==> src/rtl/axis_rr_arbiter.sv <==
// axis_rr_arbiter: packet-level round-robin arbiter sharing one AXI-Stream
// master among N_PORTS slave streams. A grant is held until the granted
// packet's tlast beat transfers, so packets are never interleaved. The data
// path is a zero-latency mux, and there is one arbitration bubble between
// packets.
// Optional build macro AXIS_ARB_SRCID_EN: m_axis_tid carries the granted port
// index (zero-extended) instead of passing the slave tid through.
module axis_rr_arbiter #(
    parameter int unsigned N_PORTS    = 4,
    parameter int unsigned DATA_WIDTH = 32,
    parameter int unsigned ID_WIDTH   = 1,
    parameter int unsigned DEST_WIDTH = 1,
    parameter int unsigned USER_WIDTH = 1,
    localparam int unsigned KEEP_WIDTH = DATA_WIDTH / 8,
    localparam int unsigned IDXW       = (N_PORTS > 1) ? $clog2(N_PORTS) : 1
) (
    input  logic                             clk,
    input  logic                             rst,
    input  logic [N_PORTS-1:0]               s_axis_tvalid,
    output logic [N_PORTS-1:0]               s_axis_tready,
    input  logic [N_PORTS*DATA_WIDTH-1:0]    s_axis_tdata,
    input  logic [N_PORTS*KEEP_WIDTH-1:0]    s_axis_tstrb,
    input  logic [N_PORTS*KEEP_WIDTH-1:0]    s_axis_tkeep,
    input  logic [N_PORTS-1:0]               s_axis_tlast,
    input  logic [N_PORTS*ID_WIDTH-1:0]      s_axis_tid,
    input  logic [N_PORTS*DEST_WIDTH-1:0]    s_axis_tdest,
    input  logic [N_PORTS*USER_WIDTH-1:0]    s_axis_tuser,
    output logic                             m_axis_tvalid,
    input  logic                             m_axis_tready,
    output logic [DATA_WIDTH-1:0]            m_axis_tdata,
    output logic [KEEP_WIDTH-1:0]            m_axis_tstrb,
    output logic [KEEP_WIDTH-1:0]            m_axis_tkeep,
    output logic                             m_axis_tlast,
    output logic [ID_WIDTH-1:0]              m_axis_tid,
    output logic [DEST_WIDTH-1:0]            m_axis_tdest,
    output logic [USER_WIDTH-1:0]            m_axis_tuser,
    output logic [IDXW-1:0]                  grant_idx,
    output logic                             busy,
    output logic [31:0]                      pkt_cnt
);

    typedef enum logic {
        S_IDLE = 1'b0,
        S_BUSY = 1'b1
    } state_e;

    state_e            state_q, state_d;
    logic [IDXW-1:0]   grant_q, grant_d;
    logic [IDXW-1:0]   last_q, last_d;
    logic [31:0]       pkt_cnt_q, pkt_cnt_d;

    logic              req_any_c;
    logic [IDXW-1:0]   sel_idx_c;
    logic [IDXW-1:0]   cand_c;
    logic              pkt_done_c;

`ifdef AXIS_ARB_SRCID_EN
    // The source tag must fit in the master tid field.
    if (ID_WIDTH < IDXW) begin : g_srcid_width_chk
        $error("axis_rr_arbiter: AXIS_ARB_SRCID_EN needs ID_WIDTH >= IDXW");
    end

    logic unused_tid_c;
    assign unused_tid_c = ^s_axis_tid;
`endif

    // State register.
    always_ff @(posedge clk) begin
        if (rst) begin
            state_q <= S_IDLE;
        end else begin
            state_q <= state_d;
        end
    end

    // Rotating-priority pick: first requester after the last granted port.
    // Iterating from the farthest offset down lets the nearest one win.
    always_comb begin
        req_any_c = |s_axis_tvalid;
        sel_idx_c = last_q;
        cand_c    = '0;
        for (int unsigned i = N_PORTS; i > 0; i--) begin
            cand_c = IDXW'((32'(last_q) + i) % N_PORTS);
            if (s_axis_tvalid[cand_c]) begin
                sel_idx_c = cand_c;
            end
        end
    end

    // The final beat of the granted packet is handshaking this cycle.
    assign pkt_done_c = (state_q == S_BUSY) && m_axis_tvalid && m_axis_tready && m_axis_tlast;

    // Next-state logic.
    always_comb begin
        state_d = state_q;
        case (state_q)
            S_IDLE:  if (req_any_c)  state_d = S_BUSY;
            S_BUSY:  if (pkt_done_c) state_d = S_IDLE;
            default: state_d = S_IDLE;
        endcase
    end

    // Output mux: only the granted port is connected while a packet is in flight.
    always_comb begin
        s_axis_tready = '0;
        m_axis_tvalid = 1'b0;
        m_axis_tdata  = '0;
        m_axis_tstrb  = '0;
        m_axis_tkeep  = '0;
        m_axis_tlast  = 1'b0;
        m_axis_tid    = '0;
        m_axis_tdest  = '0;
        m_axis_tuser  = '0;
        if (state_q == S_BUSY) begin
            m_axis_tvalid = s_axis_tvalid[grant_q];
            m_axis_tdata  = s_axis_tdata[32'(grant_q) * DATA_WIDTH +: DATA_WIDTH];
            m_axis_tstrb  = s_axis_tstrb[32'(grant_q) * KEEP_WIDTH +: KEEP_WIDTH];
            m_axis_tkeep  = s_axis_tkeep[32'(grant_q) * KEEP_WIDTH +: KEEP_WIDTH];
            m_axis_tlast  = s_axis_tlast[grant_q];
`ifdef AXIS_ARB_SRCID_EN
            m_axis_tid    = ID_WIDTH'(grant_q);
`else
            m_axis_tid    = s_axis_tid[32'(grant_q) * ID_WIDTH +: ID_WIDTH];
`endif
            m_axis_tdest  = s_axis_tdest[32'(grant_q) * DEST_WIDTH +: DEST_WIDTH];
            m_axis_tuser  = s_axis_tuser[32'(grant_q) * USER_WIDTH +: USER_WIDTH];
            s_axis_tready[grant_q] = m_axis_tready;
        end
    end

    // Grant, rotation pointer and packet counter next values.
    always_comb begin
        grant_d   = grant_q;
        last_d    = last_q;
        pkt_cnt_d = pkt_cnt_q;
        if ((state_q == S_IDLE) && req_any_c) begin
            grant_d = sel_idx_c;
            last_d  = sel_idx_c;
        end
        if (pkt_done_c) begin
            pkt_cnt_d = pkt_cnt_q + 32'd1;
        end
    end

    // Grant, rotation pointer and packet counter registers.
    always_ff @(posedge clk) begin
        if (rst) begin
            grant_q   <= '0;
            last_q    <= IDXW'(N_PORTS - 1);
            pkt_cnt_q <= '0;
        end else begin
            grant_q   <= grant_d;
            last_q    <= last_d;
            pkt_cnt_q <= pkt_cnt_d;
        end
    end

    assign grant_idx = grant_q;
    assign busy      = (state_q == S_BUSY);
    assign pkt_cnt   = pkt_cnt_q;

endmodule

==> config.mk <==
export PLATFORM = sky130hd
export DESIGN_NAME = axis_rr_arbiter
export DESIGN_NICKNAME = d
export VERILOG_FILES = /design/src/rtl/axis_rr_arbiter.sv
export SDC_FILE = /design/constraint.sdc
export NUM_CORES = 1
export LEC_CHECK = 0
export BUFFER_PORTS_ARGS = -buffer_cell sky130_fd_sc_hd__buf_2
export CAP_MARGIN = 10
export CORE_AREA = 2 2 103 105
export CTS_CLUSTER_DIAMETER = 100
export DETAILED_ROUTE_END_ITERATION = 10
export DIE_AREA = 0 0 105 107
export PLACE_DENSITY = 0.68
export SYNTH_ARGS = -nofsm -noshare
export SYNTH_HDL_FRONTEND = slang
export SYNTH_SLANG_ARGS = --single-unit
==> constraint.sdc <==
create_clock -name clk -period 2.2 [get_ports clk]
set_clock_uncertainty 0.05 [all_clocks]
set_input_delay 0.11 -clock clk [delete_from_list [all_inputs] [get_ports clk]]
set_output_delay 0.11 -clock clk [all_outputs]
set_load 0.05 [all_outputs]
==> results.py <==
metrics = {
    "run_status": {
        "status": "finished, final reports clean",
    },
    "place": {
        "dp_slack_ns": 0.184,
        "place_area_mm2": 0.00489,
        "gp_congestion": 0.959,
        "port_buffers": 266,
        "post-dp-hpwl_mm": 12.0,
    },
    "final_layout": {
        "layout.nets": 794,
        "fin_area_mm2": 0.00502,
        "drive_gt1_share_pct": 56.1,
        "fill_cells": 1019,
        "areaGrowthSynthToFinish_pct": 47.3,
    },
    "clocking": {
        "clkTransAtPathRegs_ns": 0.07,
        "htreeDepth": 2,
        "worstSkewPairLatency_ns": 0.29,
        "cts_root_buf": "clkbuf_8",
        "cts_tree": "yes",
        "clock-sinks": 37,
        "cts_inserted_buffers": 5,
        "clk_path_buf_depth": 2,
        "ctsHoldBuffers": 0,
    },
    "detailed_routing": {
        "vias": 4075,
        "drc": 0,
        "routedWlPerCell_um": 19.3,
        "wl_mm": 14.6,
        "drt-pass1-iter-count": 4,
        "ant_nets": 0,
        "via_per_inst": 5.40,
        "first_iter_violations": 305,
    },
    "sta": {
        "layout_worst_path_cycle_share_pct": 96.3,
        "slew_violations": 0,
        "worst_pin_slew_ns": 0.673,
        "max_freq_mhz": 472,
        "fin_ws_ns": 0.0820,
        "setup_violations": 0,
        "hold_viol": 0,
        "max_slew_margin_pct": 55.1,
        "timing.final.crit_period_ns": 2.12,
        "rsz0062_at_grt": "false",
        "whs_ns": 0.237,
    },
    "yosys": {
        "synthArstFlopShare_pct": 0,
        "syn_inst": 354,
        "syn_nets": 538,
        "avgSynthCellArea_um2": 9.62,
        "yosys_register_bits": 37,
        "synthDistinctLibCells": 45,
        "syn_area_mm2": 0.00341,
        "ys_seq_area_share_pct": 21.7,
        "ys_warn_count": 0,
        "synth_edf_count": 0,
        "yosys_most_used_dff": "dfxtp_1",
    },
    "critical_path": {
        "cp.arrival_ns": 1.96,
        "critical_path_class": "reg -> out",
        "crit_path_max_incr_delay_ns": 0.60,
        "path_buf_inv": 2,
        "crit_chain": "buf_8 -> mux4_2 -> and2_1 -> buf_2",
        "crit_path_start_kind": "register",
        "worstSetupEndpointType": "output port",
        "crit_fanout": 26,
        "path_delay_family": "multiplexers",
        "slowest_stage": "mux4_2",
        "cp.required_ns": 2.04,
    },
    "power": {
        "power_mw": 2.48,
        "leakagePower_nw": 2.34,
        "peakVddDrop_uv": 421,
        "power.density_mw_per_mm2": 494,
    },
    "die": {
        "initial_core_util_pct": 33.7,
        "die_h_um": 107,
        "die_width_um": 105,
        "core_mm2": 0.0101,
        "ios": 267,
        "die_area_mm2": 0.0112,
        "fp-row-count": 37,
    },
    "global_route": {
        "grt_pass1_wl_mm": 21.4,
        "grt_pass1_vias": 3898,
        "grt_usage_pct": 24.7,
        "grt_max_degree": 51,
        "overflow": 0,
        "antenna_found_initial": 14,
    },
    "worst_hold_path": {
        "hp-class": "in -> reg",
    },
    "flow_run": {
        "cap_violations": 0,
    },
}
## report_power, final
group | internal, mW | leakage [nW] | switching (mW)
sequential | 0.684 | 0.300 | 0.0215
clock | 0.283 | 0.0543 | 0.244
combinational | 0.509 | 1.98 | 0.739
## tightest hold or removal path, stage by stage
cell and delay (ns):
buf_2 0.13, a31oi_1 0.09, o211ai_1 0.14, nand2_1 0.06
## worst paths after layout
check	slack (ns)	cells past startpoint	to	startpoint
worst max-delay path	0.08	4	m_axis_tid	grant_idx[0]
worst min-delay path	0.24	4	last_q[1]	s_axis_tvalid[0]
worst min register to register	0.45	2	pkt_cnt[15]	pkt_cnt[15]
worst max register to register	0.18	4	pkt_cnt[30]	pkt_cnt[12]
## stage by stage
step	util (%)	instances	TNS, ns
2_1_floorplan	-	354	-0.0196
3_3_place_gp	48.4	739	0
3_5_place_dp	48.4	739	0
4_1_cts	49.5	747	0
5_1_grt	49.6	751	0
6_report	49.7	754	0
## area by class of cell
cell class / count / area (um2) / share of cell area [%]
diodes: 7 / 17.5 / 0.349
clock buffers: 7 / 96.3 / 1.92
clock inverters: 1 / 5.00 / 0.0998
inverters: 4 / 15.0 / 0.299
multi-input cells: 283 / 2530 / 50.4
flip-flops and latches: 37 / 746 / 14.9
well taps: 136 / 170 / 3.39
repair buffers: 279 / 1440 / 28.7
## state kept, by name, indices dropped and copies added (netlist names)
| name | flops |
|---|---|
| busy | 1 |
| grant_idx | 2 |
| last_q | 2 |
| pkt_cnt | 32 |
## per-layer routing
layer	part of all wire [%]	track usage (%)	vias to the layer above	wire, um
li1	-	-	1870	-
met1	41	33.0	1986	5970
met2	47	38.0	179	6800
met3	10	8.81	28	1490
met4	1.6	6.10	12	231
met5	0.55	0	-	80
## placed cells by master (no fill, tap or decap), types with 2 or more instances in the layout
master | Yosys | routed
o21ai_1 | 2 | 2
dfxtp_1 | 37 | 35
o31ai_1 | 6 | 6
buf_2 | 9 | 266
nor4_2 | 3 | 3
or4_1 | 6 | 6
or3_1 | 8 | 8
inv_1 | 4 | 4
o21ai_0 | 8 | 8
nand2_1 | 16 | 16
xor2_1 | 4 | 4
nor2b_1 | 12 | 12
nor2_1 | 25 | 25
nand3b_1 | 2 | 2
a21oi_1 | 19 | 19
nand2b_1 | 4 | 4
mux2_1 | 13 | 13
and2_1 | 49 | 48
and4_1 | 7 | 7
nor4_1 | 7 | 7
mux4_2 | 45 | 45
buf_4 | 1 | 11
nor3b_1 | 3 | 2
and3_1 | 5 | 5
nor3_1 | 4 | 3
diode_2 | 0 | 7
nand3_1 | 11 | 11
clkbuf_8 | 0 | 7
nand4_1 | 9 | 9
## kinds of logic (layout without fill, tap and decap cells)
group	count (synthesis)	after routing	synth area share [%]
fa+ha+maj	1	1	0.367
simple gates	176	176	30.7
other cells	0	7	0
mux	59	59	34.3
xor+xnor	4	4	1.03
buf+inv	34	291	4.41
flops	37	37	21.7
compound gates	43	43	7.42
## cell usage after synthesis (2+ instances only)
library cell | number | area (um2)
and2_1 | 49 | 307
mux4_2 | 45 | 1010
dfxtp_1 | 37 | 741
nor2_1 | 25 | 93.8
a21oi_1 | 19 | 95.1
clkbuf_1 | 17 | 63.8
nand2_1 | 16 | 60.1
mux2_1 | 13 | 146
nor2b_1 | 12 | 75.1
nand3_1 | 11 | 55.1
buf_2 | 9 | 45.0
nand4_1 | 9 | 56.3
o21ai_0 | 8 | 40.0
or3_1 | 8 | 50.1
and4_1 | 7 | 61.3
nor4_1 | 7 | 43.8
o31ai_1 | 6 | 45.0
or4_1 | 6 | 45.0
and3_1 | 5 | 31.3
inv_1 | 4 | 15.0
nand2b_1 | 4 | 25.0
nor3_1 | 4 | 20.0
xor2_1 | 4 | 35.0
nor3b_1 | 3 | 22.5
nor4_2 | 3 | 37.5
buf_1 | 2 | 7.51
nand3b_1 | 2 | 15.0
o21ai_1 | 2 | 10.0
## what timing repair did
action | in CTS | in global routing
gates resized for setup | 1 | 3
endpoints found under the setup margin | 19 | 23
buffers inserted | 0 | 0
(Power assumes the default switching activity.)
